<file path="src/rtl/pipelined_instruction_decoder_if.sv">
// pipelined_instruction_decoder_if
//   Bundles the decoder's fetch-side, issue-side and writeback signals.
//   master : instruction source / consumer / writeback side (drives
//            flush, in_valid, in_instr, out_ready, wb_valid, wb_addr)
//   slave  : the decoder (drives in_ready, out_valid and decoded fields)
//   Signals:
//     flush, in_valid, in_ready, in_instr[INSTR_W-1:0]  fetch handshake
//     out_valid, out_ready                               issue handshake
//     DA, AA, BA, MB, FS, MD, JB, RW, MW, PL, BC          decoded fields
//     wb_valid, wb_addr                                  register writeback
interface pipelined_instruction_decoder_if #(
   parameter int REG_AW = 2
);
   localparam int INSTR_W = 7 + 3*REG_AW;

   logic               flush;
   logic               in_valid;
   logic               in_ready;
   logic [INSTR_W-1:0] in_instr;
   logic               out_valid;
   logic               out_ready;
   logic [REG_AW-1:0]  DA;
   logic [REG_AW-1:0]  AA;
   logic [REG_AW-1:0]  BA;
   logic               MB;
   logic [3:0]         FS;
   logic               MD;
   logic               JB;
   logic               RW;
   logic               MW;
   logic               PL;
   logic               BC;
   logic               wb_valid;
   logic [REG_AW-1:0]  wb_addr;

   modport master (
      output flush, in_valid, in_instr, out_ready, wb_valid, wb_addr,
      input  in_ready, out_valid, DA, AA, BA, MB, FS, MD, JB, RW, MW, PL, BC
   );

   modport slave (
      input  flush, in_valid, in_instr, out_ready, wb_valid, wb_addr,
      output in_ready, out_valid, DA, AA, BA, MB, FS, MD, JB, RW, MW, PL, BC
   );
endinterface

</file>
<file path="src/rtl/pipelined_instruction_decoder.sv">
// pipelined_instruction_decoder
//   Registered instruction decode stage with valid/ready handshakes, a
//   per-register write scoreboard holding back RAW/WAW hazards, and a
//   flush input for taken branches.
//   Ports:
//     clk   rising-edge clock
//     rst   synchronous active-high reset
//     bus   pipelined_instruction_decoder_if.slave (fetch handshake,
//           issue handshake, decoded fields, writeback)
//     issue_cnt[15:0], stall_cnt[15:0]  saturating performance counters,
//           present only when DECODE_PERF_CNT_EN is defined
//   Macro: DECODE_PERF_CNT_EN enables the performance counters.
module pipelined_instruction_decoder #(
   parameter int REG_AW = 2
) (
   input  logic clk,
   input  logic rst,
   pipelined_instruction_decoder_if.slave bus
`ifdef DECODE_PERF_CNT_EN
   ,
   output logic [15:0] issue_cnt,
   output logic [15:0] stall_cnt
`endif
);
   localparam int INSTR_W = 7 + 3*REG_AW;
   localparam int NREG    = 2**REG_AW;

   // combinational decode of the incoming word
   logic              mb_d, op_d, md_d, bc_d, rw_d, mw_d, pl_d;
   logic [3:0]        fs_d;
   logic [REG_AW-1:0] da_d, aa_d, ba_d;

   always_comb begin
      mb_d = bus.in_instr[INSTR_W-1];
      op_d = bus.in_instr[INSTR_W-2];
      md_d = bus.in_instr[INSTR_W-3];
      bc_d = bus.in_instr[3*REG_AW];
      da_d = bus.in_instr[3*REG_AW-1 -: REG_AW];
      aa_d = bus.in_instr[2*REG_AW-1 -: REG_AW];
      ba_d = bus.in_instr[REG_AW-1:0];
      rw_d = ~op_d;
      mw_d = op_d & ~mb_d;
      pl_d = op_d & mb_d;
      fs_d = {bus.in_instr[INSTR_W-4 -: 3], bc_d & ~pl_d};
   end

   // holding register
   logic              hold_valid;
   logic              mb_q, md_q, bc_q, rw_q, mw_q, pl_q;
   logic [3:0]        fs_q;
   logic [REG_AW-1:0] da_q, aa_q, ba_q;
   logic [NREG-1:0]   pending;
   logic [NREG-1:0]   pend_eff;
   logic              hazard, out_valid, issue, in_ready, accept;

   // a writeback retiring this cycle already unblocks the held instruction
   always_comb begin
      pend_eff = pending;
      if (bus.wb_valid) pend_eff[bus.wb_addr] = 1'b0;
   end

   assign hazard    = pend_eff[aa_q] | (~mb_q & pend_eff[ba_q]) | (rw_q & pend_eff[da_q]);
   assign out_valid = hold_valid & ~hazard;
   assign issue     = out_valid & bus.out_ready;
   assign in_ready  = ~bus.flush & (~hold_valid | issue);
   assign accept    = bus.in_valid & in_ready;

   always_ff @(posedge clk) begin
      if (rst) begin
         hold_valid <= 1'b0;
         mb_q       <= 1'b0;
         md_q       <= 1'b0;
         bc_q       <= 1'b0;
         rw_q       <= 1'b0;
         mw_q       <= 1'b0;
         pl_q       <= 1'b0;
         fs_q       <= '0;
         da_q       <= '0;
         aa_q       <= '0;
         ba_q       <= '0;
         pending    <= '0;
      end else begin
         if (accept) begin
            hold_valid <= 1'b1;
            mb_q       <= mb_d;
            md_q       <= md_d;
            bc_q       <= bc_d;
            rw_q       <= rw_d;
            mw_q       <= mw_d;
            pl_q       <= pl_d;
            fs_q       <= fs_d;
            da_q       <= da_d;
            aa_q       <= aa_d;
            ba_q       <= ba_d;
         end else if (issue || bus.flush) begin
            hold_valid <= 1'b0;
         end
         // set after clear so an issue to the same register wins
         if (bus.wb_valid) pending[bus.wb_addr] <= 1'b0;
         if (issue && rw_q) pending[da_q] <= 1'b1;
      end
   end

   assign bus.in_ready  = in_ready;
   assign bus.out_valid = out_valid;
   assign bus.DA        = da_q;
   assign bus.AA        = aa_q;
   assign bus.BA        = ba_q;
   assign bus.MB        = mb_q;
   assign bus.FS        = fs_q;
   assign bus.MD        = md_q;
   assign bus.JB        = md_q;
   assign bus.RW        = rw_q;
   assign bus.MW        = mw_q;
   assign bus.PL        = pl_q;
   assign bus.BC        = bc_q;

`ifdef DECODE_PERF_CNT_EN
   always_ff @(posedge clk) begin
      if (rst) begin
         issue_cnt <= '0;
         stall_cnt <= '0;
      end else begin
         if (issue && issue_cnt != '1) issue_cnt <= issue_cnt + 16'd1;
         if (hold_valid && hazard && stall_cnt != '1) stall_cnt <= stall_cnt + 16'd1;
      end
   end
`endif
endmodule

</file>
<file path="src/flat_wrapper.sv">
// flat-port wrapper written by rule: the top's interface ports become plain ports
module pipelined_instruction_decoder_flat 
#(
   parameter int REG_AW = 2
)
  (clk, rst, bus_flush, bus_in_valid, bus_in_instr, bus_out_ready, bus_wb_valid, bus_wb_addr, bus_in_ready, bus_out_valid, bus_DA, bus_AA, bus_BA, bus_MB, bus_FS, bus_MD, bus_JB, bus_RW, bus_MW, bus_PL, bus_BC);
  pipelined_instruction_decoder_if #(.REG_AW(REG_AW)) bus_i ();
  input  logic clk;
  input  logic rst;
  input wire logic [$bits(bus_i.flush)-1:0] bus_flush;
  input wire logic [$bits(bus_i.in_valid)-1:0] bus_in_valid;
  input wire logic [$bits(bus_i.in_instr)-1:0] bus_in_instr;
  input wire logic [$bits(bus_i.out_ready)-1:0] bus_out_ready;
  input wire logic [$bits(bus_i.wb_valid)-1:0] bus_wb_valid;
  input wire logic [$bits(bus_i.wb_addr)-1:0] bus_wb_addr;
  output wire logic [$bits(bus_i.in_ready)-1:0] bus_in_ready;
  output wire logic [$bits(bus_i.out_valid)-1:0] bus_out_valid;
  output wire logic [$bits(bus_i.DA)-1:0] bus_DA;
  output wire logic [$bits(bus_i.AA)-1:0] bus_AA;
  output wire logic [$bits(bus_i.BA)-1:0] bus_BA;
  output wire logic [$bits(bus_i.MB)-1:0] bus_MB;
  output wire logic [$bits(bus_i.FS)-1:0] bus_FS;
  output wire logic [$bits(bus_i.MD)-1:0] bus_MD;
  output wire logic [$bits(bus_i.JB)-1:0] bus_JB;
  output wire logic [$bits(bus_i.RW)-1:0] bus_RW;
  output wire logic [$bits(bus_i.MW)-1:0] bus_MW;
  output wire logic [$bits(bus_i.PL)-1:0] bus_PL;
  output wire logic [$bits(bus_i.BC)-1:0] bus_BC;
  assign bus_i.flush = bus_flush;
  assign bus_i.in_valid = bus_in_valid;
  assign bus_i.in_instr = bus_in_instr;
  assign bus_i.out_ready = bus_out_ready;
  assign bus_i.wb_valid = bus_wb_valid;
  assign bus_i.wb_addr = bus_wb_addr;
  assign bus_in_ready = bus_i.in_ready;
  assign bus_out_valid = bus_i.out_valid;
  assign bus_DA = bus_i.DA;
  assign bus_AA = bus_i.AA;
  assign bus_BA = bus_i.BA;
  assign bus_MB = bus_i.MB;
  assign bus_FS = bus_i.FS;
  assign bus_MD = bus_i.MD;
  assign bus_JB = bus_i.JB;
  assign bus_RW = bus_i.RW;
  assign bus_MW = bus_i.MW;
  assign bus_PL = bus_i.PL;
  assign bus_BC = bus_i.BC;
  pipelined_instruction_decoder #(.REG_AW(REG_AW)) u_core (.clk(clk), .rst(rst), .bus(bus_i));
endmodule
</file>
<file path="config.mk">
export PLATFORM = sky130hd
export DESIGN_NAME = pipelined_instruction_decoder_flat
export DESIGN_NICKNAME = d
export VERILOG_FILES = /design/src/rtl/pipelined_instruction_decoder_if.sv /design/src/rtl/pipelined_instruction_decoder.sv /design/src/flat_wrapper.sv
export SDC_FILE = /design/constraint.sdc
export NUM_CORES = 1
export LEC_CHECK = 0
export ABC_AREA = 1
export CORE_MARGIN = 2
export CORE_UTILIZATION = 43
export DETAILED_ROUTE_END_ITERATION = 8
export HOLD_SLACK_MARGIN = 0.12
export PLACE_DENSITY = 0.79
export SLEW_MARGIN = 10
export SYNTH_ARGS = -nofsm -noshare
export SYNTH_HDL_FRONTEND = slang
export SYNTH_SLANG_ARGS = --single-unit
</file>
<file path="constraint.sdc">
create_clock -name clk -period 2.35 [get_ports clk]
set_clock_uncertainty 0.2 [all_clocks]
set_input_delay 0.235 -clock clk [delete_from_list [all_inputs] [get_ports clk]]
set_output_delay 0.235 -clock clk [all_outputs]
set_load 0.1 [all_outputs]
</file>
* Word-level counts from Yosys, hierarchy flattened
Index checks and enable logic that the tools add are counted.
** Operators by class
- $lt $le $gt $ge :: 6
- Bitwise logic cells :: 22
- Reductions and logical operators :: 5
- Mux-type cells :: 15
** Operator list (number)
- $lt A2 B3 Y1 const B :: 4
- $mux W4 :: 3
- $and A1 B1 Y1 :: 9
- $mux W1 :: 7
- $not A1 Y1 :: 7
- $bmux W1 S2 :: 3
- $and A4 B4 Y4 :: 1
- $demux W1 S2 :: 2
- $ge A2 B1 Y1 const B :: 2
- $not A4 Y4 :: 1
- $or A4 B4 Y4 :: 1
- $logic_and A1 B1 Y1 :: 3
- $or A1 B1 Y1 :: 3
- $reduce_bool A2 Y1 :: 1
- $logic_or A1 B1 Y1 :: 1
** Storage, ports and cells
- Register bits after elaboration :: 21
- Output and inout port bits :: 19
- Input bits :: 21

* Depth between registers and ports, before layout
Gate-level depths: netlist of the first run.
- Depth in word-level cells :: 19
- Depth in mapped cells :: 14

* Worst setup path after synthesis of the first run
OpenSTA, ideal clock, no wires.
- Path type :: reg-to-output
- Start :: register u_core.da_q[0] (netlist: u_core.bus.DA[0])
- End :: output port bus_in_ready
- Arrival :: 3109 ps
- Cell stages (with the launch flop) :: 11
- Path buffers :: 0
- Setup slack :: -1194 ps
- Path through :: dfxtp_1 inv_1 nor2_1 nand2_1 nand2_1 nor2_1 nand2_1 nand4_2 nand2_2 inv_1 nor2_1
** Between the ends
- Longest elaborated chain between the ends :: 9
** Ends and longest elaborated chain
- start: declaration :: line pipelined_instruction_decoder.sv:51 : logic [REG_AW-1:0] da_q, aa_q, ba_q;
- start signal: assignment :: line pipelined_instruction_decoder.sv:78 : da_q <= '0;
- start signal: assignment :: line pipelined_instruction_decoder.sv:92 : da_q <= da_d;
- $bmux W1 S2 :: line pipelined_instruction_decoder.sv:62 : assign hazard = pend_eff[aa_q] | (~mb_q & pend_eff[ba_q]) | (rw_q & pend_eff[da_q]);
- $mux W1 (not written as such) :: line pipelined_instruction_decoder.sv:62
- $and A1 B1 Y1 :: line pipelined_instruction_decoder.sv:62
- $or A1 B1 Y1 :: line pipelined_instruction_decoder.sv:62
- $not A1 Y1 :: line pipelined_instruction_decoder.sv:63 : assign out_valid = hold_valid & ~hazard;
- $and A1 B1 Y1 :: line pipelined_instruction_decoder.sv:63
- $and A1 B1 Y1 :: line pipelined_instruction_decoder.sv:64 : assign issue = out_valid & bus.out_ready;
- $or A1 B1 Y1 :: line pipelined_instruction_decoder.sv:65 : assign in_ready = ~bus.flush & (~hold_valid | issue);
- $and A1 B1 Y1 :: line pipelined_instruction_decoder.sv:65
- end: declaration :: line flat_wrapper.sv:16 : output wire logic [$bits(bus_i.in_ready)-1:0] bus_in_ready;
No other way between the ends. The select of a mux whose other input is x is not followed.

* Worst setup path after layout of the first run
Same ends and word-level chain as after synthesis.

==> flow_summary_export.csv, run 1 <==
group,metric,value,unit
worst_setup_path,end_kind,"output pin",
global_routing,grt_pass1_wl,4064,µm
clock_network,clk_latency,0.30,ns
floorplanning,boundaryPins,40,
power_and_ir_drop,clkPwrFrac,19.7,%
power_and_ir_drop,p_total,889.8,µW
power_and_ir_drop,p_seq_share,43.7,%
clock_network,ctsHoldBuffers,0,
timing,finalCritPeriodShare,92.50,%
global_routing,overflow,0,
placement,finalWeightedCongestion,0.8350,
synthesis,synth_top_area_share,40.00,%
finish,finalNetCount,227,
clock_network,root_buffer,"clkbuf_4",
floorplanning,start_util,46.61,%
global_routing,grt_util_all_layers,19.78,%
power_and_ir_drop,power.combinational.fraction,36.6,%
clock_network,cts.sinks,21,
worst_setup_path,path_cells,"inv_1 > nor2_1 > nand2_1 > nand2_1 > nor2_1 > nand2_1 > nand4_2 > nand2_2 > inv_1 > nor2_4 > buf_12",
synthesis,synthTopCellsByCount,"nand2_1, nor2_1, inv_1",
finish,n_antenna_cell,0,
worst_setup_path,slowest_delay,0.37,ns
run_status,status,"complete, no violations",
synthesis,synth-compound-area-share,4.762,%
worst_setup_path,worstPathArrival,1.74,ns
synthesis,yosys.area_share.simple,43.57,%
synthesis,synthTopCellsByArea,"dfxtp_1, nand2_1, nor2_1",
drt,dr.pass1.iters,4,
synthesis,netlist-cell-type-count,18,
global_routing,busiest_layer,"met2",
timing,fin_hold_ws,0.1850,ns
power_and_ir_drop,p_leak,0.7487,nW
placement,port_buffers,39,
synthesis,synth_top_cell_by_area,"dfxtp_1",
clock_network,cts.path.max_buffers,2,
worst_setup_path,path_class,"flop to output pin",
timing,hold_violations,0,
floorplanning,die_h,53.44,µm
timing,max-slew-margin-rel,75.77,%
synthesis,synthAdderAreaFrac,0,%
worst_setup_path,slowest_stage,"dfxtp_4",
synthesis,synthCells,165,
synthesis,yosys_warnings,0,
hold_path,hold_class,"input port to flop",
worst_setup_path,path_max_fanout,4,
synthesis,ys_seq_elements,21,
synthesis,synth_most_common_cell,"nand2_1",
timing,maxSlewViolCount,0,
timing,min_period,2.174,ns
drt,drtIter0Drc,26,
power_and_ir_drop,netSwitchingPower,357.1,µW
floorplanning,die_x,53.44,µm
clock_network,clk_pin_slew_worst_paths,0.12,ns
worst_setup_path,startpoint_type,"flop",
drt,num_vias,1113,
timing,setup_viol,0,
floorplanning,die-area,0.002856,mm²
global_routing,grt_pass1_vias,1000,
drt,routed_wl,2524,µm
synthesis,mappedNetlistNets,186,
global_routing,grt_util_met2,35.19,%
synthesis,synth_seq_area_share,40.00,%
synthesis,synth_top_family_by_area,"simple AND/OR/NAND/NOR gates",
global_routing,grt_max_degree,28,
drt,wl_per_cell,10.83,µm
power_and_ir_drop,p_sw_share,40.13,%
placement,dpl.hpwl,1953,µm
timing,fmax,0.4600,GHz
timing,worst_slew_pin_slew,0.3631,ns
finish,area_growth,44.41,%
worst_setup_path,crit_path_frequent_cell,"nand2_1",
synthesis,synth-edff-count,0,
global_routing,grtUsageMet3,4.237,%
synthesis,synth.area.mux_share,0,%
finish,fill_cells,220,
finish,multi_input_area,540.5,µm²
worst_setup_path,cp_num_buf_inv,3,
synthesis,synth-async-reset-ratio,0,%
finish,seq_area,439.2,µm²
hold_path,min_from,"bus_wb_addr[0]",
global_routing,antenna_found_initial,0,
drt,drc,0,
drt,ant_nets,0,
timing,rsz0062_at_grt,"false",
drt,vias_per_cell,4.777,
synthesis,netlist_area,0.001051,mm²
synthesis,syn_avg_cell_area,6.370,µm²
worst_setup_path,critPathTopFamily,"simple AND/OR/NAND/NOR gates",
worst_setup_path,reg2reg_from,"u_core.bus.DA[0]",
clock_network,h-tree-depth,1,
finish,drive_above_1_share,21.95,%
floorplanning,rows,17,
power_and_ir_drop,ir_worst_vdd,480.0,µV
power_and_ir_drop,intPower,532.7,µW
worst_setup_path,cp-startpoint,"u_core.bus.DA[0]",
synthesis,synthXorXnorAreaFrac,0,%
power_and_ir_drop,powerDensity,586.3,mW/mm²
global_routing,grt_use_met1,21.78,%
clock_network,cts_tree,"built",
floorplanning,core,0.002255,mm²
synthesis,ys.flop_type,"dfxtp_1",
worst_setup_path,worstPathRequired,1.91,ns
clock_network,cts_inserted_buffers,3,
run,drv_cap,0,
==> cell type report <==
cell class	instances	area share [%]
tap	28	2.308
sequential	21	28.94
timing repair buffer	42	25.72
multi-input combinational	115	35.61
inverter	23	5.688
clock buffer	4	1.731
==> cells in the final DEF (no fill, tap or decap), types with 4 or more instances in the layout <==
cell type        count
nand2_1             46
nor2_1              30
inv_1               21
buf_4               20
clkdlybuf4s50_1     17
dfxtp_1             14
nand3_1             11
a21oi_1              9
nand4_1              5
nand3_2              4
dfxtp_4              4
==> path summary, 6_finish.rpt <==
check	endpoint	slack, ns	depth (start not counted)
worst max-delay path	bus_in_ready	0.18	11
worst min-delay path	u_core.pending[3]	0.19	4
worst max register to register	u_core.bus.DA[0]	0.41	13
worst min register to register	u_core.bus.FS[0]	0.28	2
==> cell families after synthesis <==
| logic type | Yosys count |
|---|---|
| AO/OA/AOI/OAI | 10 |
| buffers and inverters | 29 |
| flip-flops | 21 |
| AND/OR/NAND/NOR | 105 |
==> per-stage QoR <==
step / area, µm² / setup TNS (ns) / worst slack, ns / utilization (%) / cells
finish: 1518 / 0 / 0.1762 / 67.31 / 233
global route: 1518 / 0 / 0.04158 / 67.31 / 233
CTS: 1495 / 0 / 0.02901 / 66.32 / 232
detailed placement: 1459 / -0.04039 / -0.01482 / 64.71 / 228
global placement: 1459 / 0 / 0.07302 / 64.71 / 228
floorplan: 1077 / 0 / 0.08269 / - / 165
==> timing repair <==
item / 4_1_cts / 5_1_grt
buffers inserted: 0 / 1
endpoints found under the hold margin: 0 / 0
cloned: 0 / 0
pin swaps: 0 / 1
gates resized for setup: 6 / 5
endpoints found under the setup margin: 1 / 1
==> worst register-to-register path, delay by kind of cell (launching register included) <==
| kind | cells | cell delay [ns] |
|---|---|---|
| flops | 1 | 0.37 |
| simple gates | 11 | 1.15 |
| buf+inv | 2 | 0.19 |
==> registers in the layout, indices dropped and copies added (netlist names), 2 cells and up <==
register	flops
u_core.bus.AA	2
u_core.bus.BA	2
u_core.bus.FS	4
u_core.pending	4
u_core.bus.DA	2
==> metal layers <==
metal,up-vias,wire length [µm]
met5,-,0
met4,0,23
met3,2,154
met2,35,1308
met1,487,1037
li1,589,-
==> power groups by stage <==
stage,sequential (mW),clock (mW),combinational (mW)
6_report,0.389,0.175,0.326
2_1_floorplan,0.527,0,0.103
4_1_cts,0.389,0.181,0.325
3_3_place_gp,0.396,0,0.320
3_5_place_dp,0.397,0,0.324
5_1_grt,0.392,0.198,0.346
(Power assumes the default switching activity.)
==> run 2: changes to the inputs <==
- CORE_MARGIN: 2 -> unset
==> flow_summary_export.csv, run 2 (same netlist as run 1, synthesis figures left out) <==
group,metric,value,unit
placement,finalWeightedCongestion,0.8603,
power_and_ir_drop,p_total,886.5,µW
floorplanning,die-area,0.002646,mm²
finish,finalNetCount,226,
floorplanning,start_util,46.61,%
placement,port_buffers,39,
drt,dr.pass1.iters,5,
finish,fin_cells,232,
power_and_ir_drop,p_leak,0.7631,nW
placement,dp.cells,227,
clock_network,cts_inserted_buffers,3,
power_and_ir_drop,powerDensity,583.6,mW/mm²
worst_setup_path,path_max_fanout,4,
timing,finalCritPeriodShare,93.77,%
global_routing,grt_max_degree,28,
finish,final_common_cell,"nand2_1",
clock_network,ctsHoldBuffers,0,
finish,fin_area,0.001519,mm²
floorplanning,core,0.002255,mm²
placement,dpl.hpwl,1870,µm
worst_setup_path,startpoint_type,"flop",
global_routing,grt_util_met2,37.88,%
finish,drive_above_1_share,21.57,%
clock_network,root_buffer,"clkbuf_4",
timing,maxSlewViolCount,0,
global_routing,grt_use_met1,22.20,%
floorplanning,die_h,51.44,µm
clock_network,cts_tree,"built",
hold_path,hold_class,"input port to flop",
global_routing,overflow,0,
placement,place_area,0.001451,mm²
drt,ant_nets,0,
global_routing,grt_pass1_wl,4029,µm
drt,vias_per_cell,4.901,
timing,fmax,0.4538,GHz
worst_setup_path,worstPathArrival,1.77,ns
clock_network,clk_pin_slew_worst_paths,0.12,ns
clock_network,clk_latency,0.30,ns
global_routing,grtUsageMet3,4.167,%
finish,final_cell_mix,"nand2_1, nor2_1, inv_1",
worst_setup_path,worstPathRequired,1.91,ns
drt,drtIter0Drc,25,
run,drv_cap,0,
floorplanning,rows,17,
finish,area_growth,44.52,%
timing,fin_tns_setup,0,ns
clock_network,cts.sinks,21,
power_and_ir_drop,ir_worst_vdd,346.1,µV
clock_network,cts.path.max_buffers,2,
hold_path,hold_depth,4,
global_routing,antenna_found_initial,0,
worst_setup_path,rr_worst_depth,11,
worst_setup_path,end_kind,"output pin",
timing,hold_violations,0,
timing,fin_hold_ws,0.1927,ns
global_routing,grt_util_all_layers,20.36,%
timing,worst_slew_pin_slew,0.3965,ns
clock_network,h-tree-depth,1,
drt,wl_per_cell,10.67,µm
drt,num_vias,1137,
finish,n_antenna_cell,0,
worst_setup_path,path_class,"flop to output pin",
timing,min_period,2.204,ns
drt,drc,0,
timing,max-slew-margin-rel,73.48,%
floorplanning,die_x,51.44,µm
floorplanning,boundaryPins,40,
global_routing,busiest_layer,"met2",
timing,setup_viol,0,
run_status,status,"complete, no violations",
drt,routed_wl,2475,µm
global_routing,grt_pass1_vias,1021,
[run 2: metrics by stage]
step	util, %	worst slack (ns)
global route	67.37	-0.03969
CTS	65.59	0.01782
floorplan	-	0.08269
global placement	64.37	0.07815
finish	67.37	0.1465
detailed placement	64.37	0.02937
[run 2: final timing paths]
kind / from / end / slack [ns]
worst max-delay path: u_core.bus.DA[1] / bus_in_ready / 0.15
worst min-delay path: bus_wb_addr[0] / u_core.pending[3] / 0.19
worst max register to register: u_core.bus.DA[1] / u_core.bus.AA[1] / 0.49
worst min register to register: u_core.bus.BC / u_core.bus.BC / 0.29
[run 2: what timing repair did]
item / 4_1_cts / 5_1_grt
gates resized for setup: 0 / 10
setup buffers: 0 / 1
endpoints found under the setup margin: 0 / 1
[run 2: power by group]
| part | internal [mW] | switching, mW |
|---|---|---|
| registers | 0.375 | 0.0140 |
| logic | 0.0913 | 0.234 |
| clock network | 0.0633 | 0.108 |
[run 2: cell type report]
class                           instances  area (µm²)
Clock buffer                            3       22.52
Multi-Input combinational cell        115       540.5
Tap cell                               28       35.03
Timing Repair Buffer                   41       390.4
Fill cell                             212       735.7
Sequential cell                        21       439.2
Inverter                               23       86.33
Clock inverter                          1       5.005
[run 2: layer usage]
layer / vias up / share of wire (%)
met1: 516 / 43
met5: - / 0
met2: 30 / 51
met3: 2 / 5.3
met4: 0 / 0.65
li1: 589 / -
[run 2: critical path, cell delays in order, from the launching register on]
cell and delay, ns:
dfxtp_4 0.37, inv_1 0.10, nand2_1 0.06, a21oi_1 0.13, nor2_1 0.07, nand2_1 0.10
nand4_2 0.13, nand2_2 0.12, inv_1 0.09, nor2_4 0.13, buf_12 0.18
==> run 3: changes to the inputs <==
- PLACE_DENSITY: 0.79 -> unset
- PLACE_DENSITY_LB_ADDON: unset -> 0.08
- SETUP_SLACK_MARGIN: unset -> 0.3
==> flow_summary_export.csv, run 3 (same netlist as run 1, synthesis figures left out) <==
group,metric,value,unit
drt,routed_wl,2648,µm
finish,final_common_cell,"nand2_1",
timing,fmax,0.4925,GHz
clock_network,root_buffer,"clkbuf_4",
power_and_ir_drop,p_seq_share,43.4,%
drt,ant_nets,0,
power_and_ir_drop,p_sw_share,40.75,%
worst_setup_path,path_class,"flop to output pin",
power_and_ir_drop,p_leak,0.7530,nW
run,drv_cap,0,
clock_network,ctsHoldBuffers,0,
hold_path,hold_class,"flop to flop",
floorplanning,core,0.002255,mm²
power_and_ir_drop,p_total,900.7,µW
power_and_ir_drop,powerDensity,579.6,mW/mm²
drt,wl_per_cell,11.22,µm
clock_network,clk_pin_slew_worst_paths,0.12,ns
hold_path,min_from,"u_core.bus.FS[0]",
power_and_ir_drop,clkPwrFrac,19.7,%
worst_setup_path,r2r_slack,0.47,ns
worst_setup_path,worstPathRequired,1.91,ns
drt,num_vias,1171,
floorplanning,start_util,46.61,%
placement,dp.cells,227,
drt,drc,0,
clock_network,cts.path.max_buffers,2,
timing,finalCritPeriodShare,86.41,%
power_and_ir_drop,power.combinational.fraction,37.0,%
finish,finalNetCount,230,
timing,min_period,2.031,ns
finish,multi_input_area,554.3,µm²
timing,rsz0062_at_grt,"true",
timing,setup_viol,0,
power_and_ir_drop,intPower,533.7,µW
timing,max-slew-margin-rel,75.23,%
timing,worst_slew_pin_slew,0.3704,ns
clock_network,clk_latency,0.30,ns
finish,seq_area,442.9,µm²
finish,final_cell_mix,"nand2_1, nor2_1, buf_4",
floorplanning,die-area,0.002646,mm²
placement,finalWeightedCongestion,0.8753,
global_routing,grt_max_degree,28,
timing,maxSlewViolCount,0,
clock_network,cts_inserted_buffers,3,
clock_network,h-tree-depth,1,
drt,drtIter0Drc,25,
power_and_ir_drop,netSwitchingPower,367.0,µW
finish,n_antenna_cell,0,
floorplanning,boundaryPins,40,
clock_network,cts.sinks,21,
run_status,status,"complete, no violations",
worst_setup_path,path_max_fanout,4,
global_routing,overflow,0,
clock_network,cts_tree,"built",
hold_path,holdPathEnd,"u_core.bus.FS[0]",
global_routing,grt_util_all_layers,21.80,%
floorplanning,die_h,51.44,µm
worst_setup_path,rr_worst_depth,12,
finish,drive_above_1_share,25.48,%
finish,area_growth,47.86,%
worst_setup_path,worstPathArrival,1.60,ns
finish,fin_cells,236,
drt,dr.pass1.iters,4,
worst_setup_path,reg2reg_from,"u_core.bus.DA[0]",
worst_setup_path,startpoint_type,"flop",
timing,hold_violations,0,
power_and_ir_drop,ir_worst_vdd,431.5,µV
placement,port_buffers,39,
global_routing,grt_pass1_vias,1086,
hold_path,hold_depth,2,
global_routing,grt_pass1_wl,4347,µm
global_routing,antenna_found_initial,0,
floorplanning,die_x,51.44,µm
floorplanning,rows,17,
worst_setup_path,end_kind,"output pin",
finish,fill_cells,216,
drt,vias_per_cell,4.962,
worst_setup_path,reg2reg_to,"u_core.pending[2]",
placement,dpl.hpwl,1936,µm
[run 3: cell types whose count changed in the layout (fill, tap and decap cells not counted), moves of 2 or more]
cell            before  now
buf_4               19   22
nand3_2              4    2
dlygate4sd2_1        0    2
dlymetal6s2s_1       3    0
inv_4                0    2
inv_1               22   17
inv_2                1    4
nand2_2              3    1
nand3_1             11   13
[run 3: worst max path at each step]
stage                                 from               end  slack [ns]  depth (start not counted)
after floorplan           u_core.bus.DA[1]      bus_in_ready        0.22                         10
after global placement        bus_wb_valid      bus_in_ready        0.05                         12
after detailed placement    bus_wb_addr[1]  u_core.bus.FS[3]       -0.07                         12
after CTS                 u_core.bus.AA[0]      bus_in_ready        0.30                         10
after global routing      u_core.bus.DA[0]      bus_in_ready        0.20                         11
final                     u_core.bus.DA[0]      bus_in_ready        0.32                         11
[run 3: per-layer routing]
metal	share of wire (%)	track usage, %
met2	53	38.96
met5	0	0
met3	5.7	4.464
met4	0.38	6.757
met1	41	25.68
[run 3: metrics by stage]
| stage | setup TNS [ns] | area, µm² | util, % | worst slack [ns] | hold slack, ns |
|---|---|---|---|---|---|
| 2_1_floorplan | 0 | 1092 | - | 0.2236 | 0.1686 |
| 3_3_place_gp | 0 | 1466 | 65.04 | 0.04924 | 0.2564 |
| 3_5_place_dp | -0.3549 | 1466 | 65.04 | -0.06639 | 0.2550 |
| 4_1_cts | 0 | 1529 | 67.81 | 0.2983 | 0.2675 |
| 5_1_grt | 0 | 1554 | 68.92 | 0.2032 | 0.2981 |
| 6_report | 0 | 1554 | 68.92 | 0.3194 | 0.2746 |
[run 3: area by class of cell]
type	instances	share of cell area, %
tap	28	2.254
timing repair buffer	44	25.93
multi-input combinational	116	35.67
clock buffer	3	1.449
inverter	23	5.878
sequential	21	28.50
clock inverter	1	0.3221
[run 3: timing repair]
action	4_1_cts	5_1_grt
cloned	0	1
gates resized for setup	9	1
setup buffers	3	1
pin swaps	7	1
endpoints found under the setup margin	11	18
[run 3: power by group through the flow]
stage	Combinational [mW]	Sequential (mW)	Clock, mW
2_1_floorplan	0.105	0.529	0
3_3_place_gp	0.320	0.398	0
3_5_place_dp	0.324	0.399	0
4_1_cts	0.329	0.391	0.184
5_1_grt	0.354	0.394	0.199
6_report	0.333	0.390	0.177
[run 3: critical path, cell delays in order, from the launching register on]
cell,delay [ns]
dfxtp_4,0.39
inv_4,0.04
nor2_2,0.09
nand2_1,0.06
nand2_1,0.05
nor2_1,0.04
nand2_1,0.08
nand4_2,0.13
nand2_4,0.10
inv_4,0.04
nor2_4,0.09
buf_12,0.18
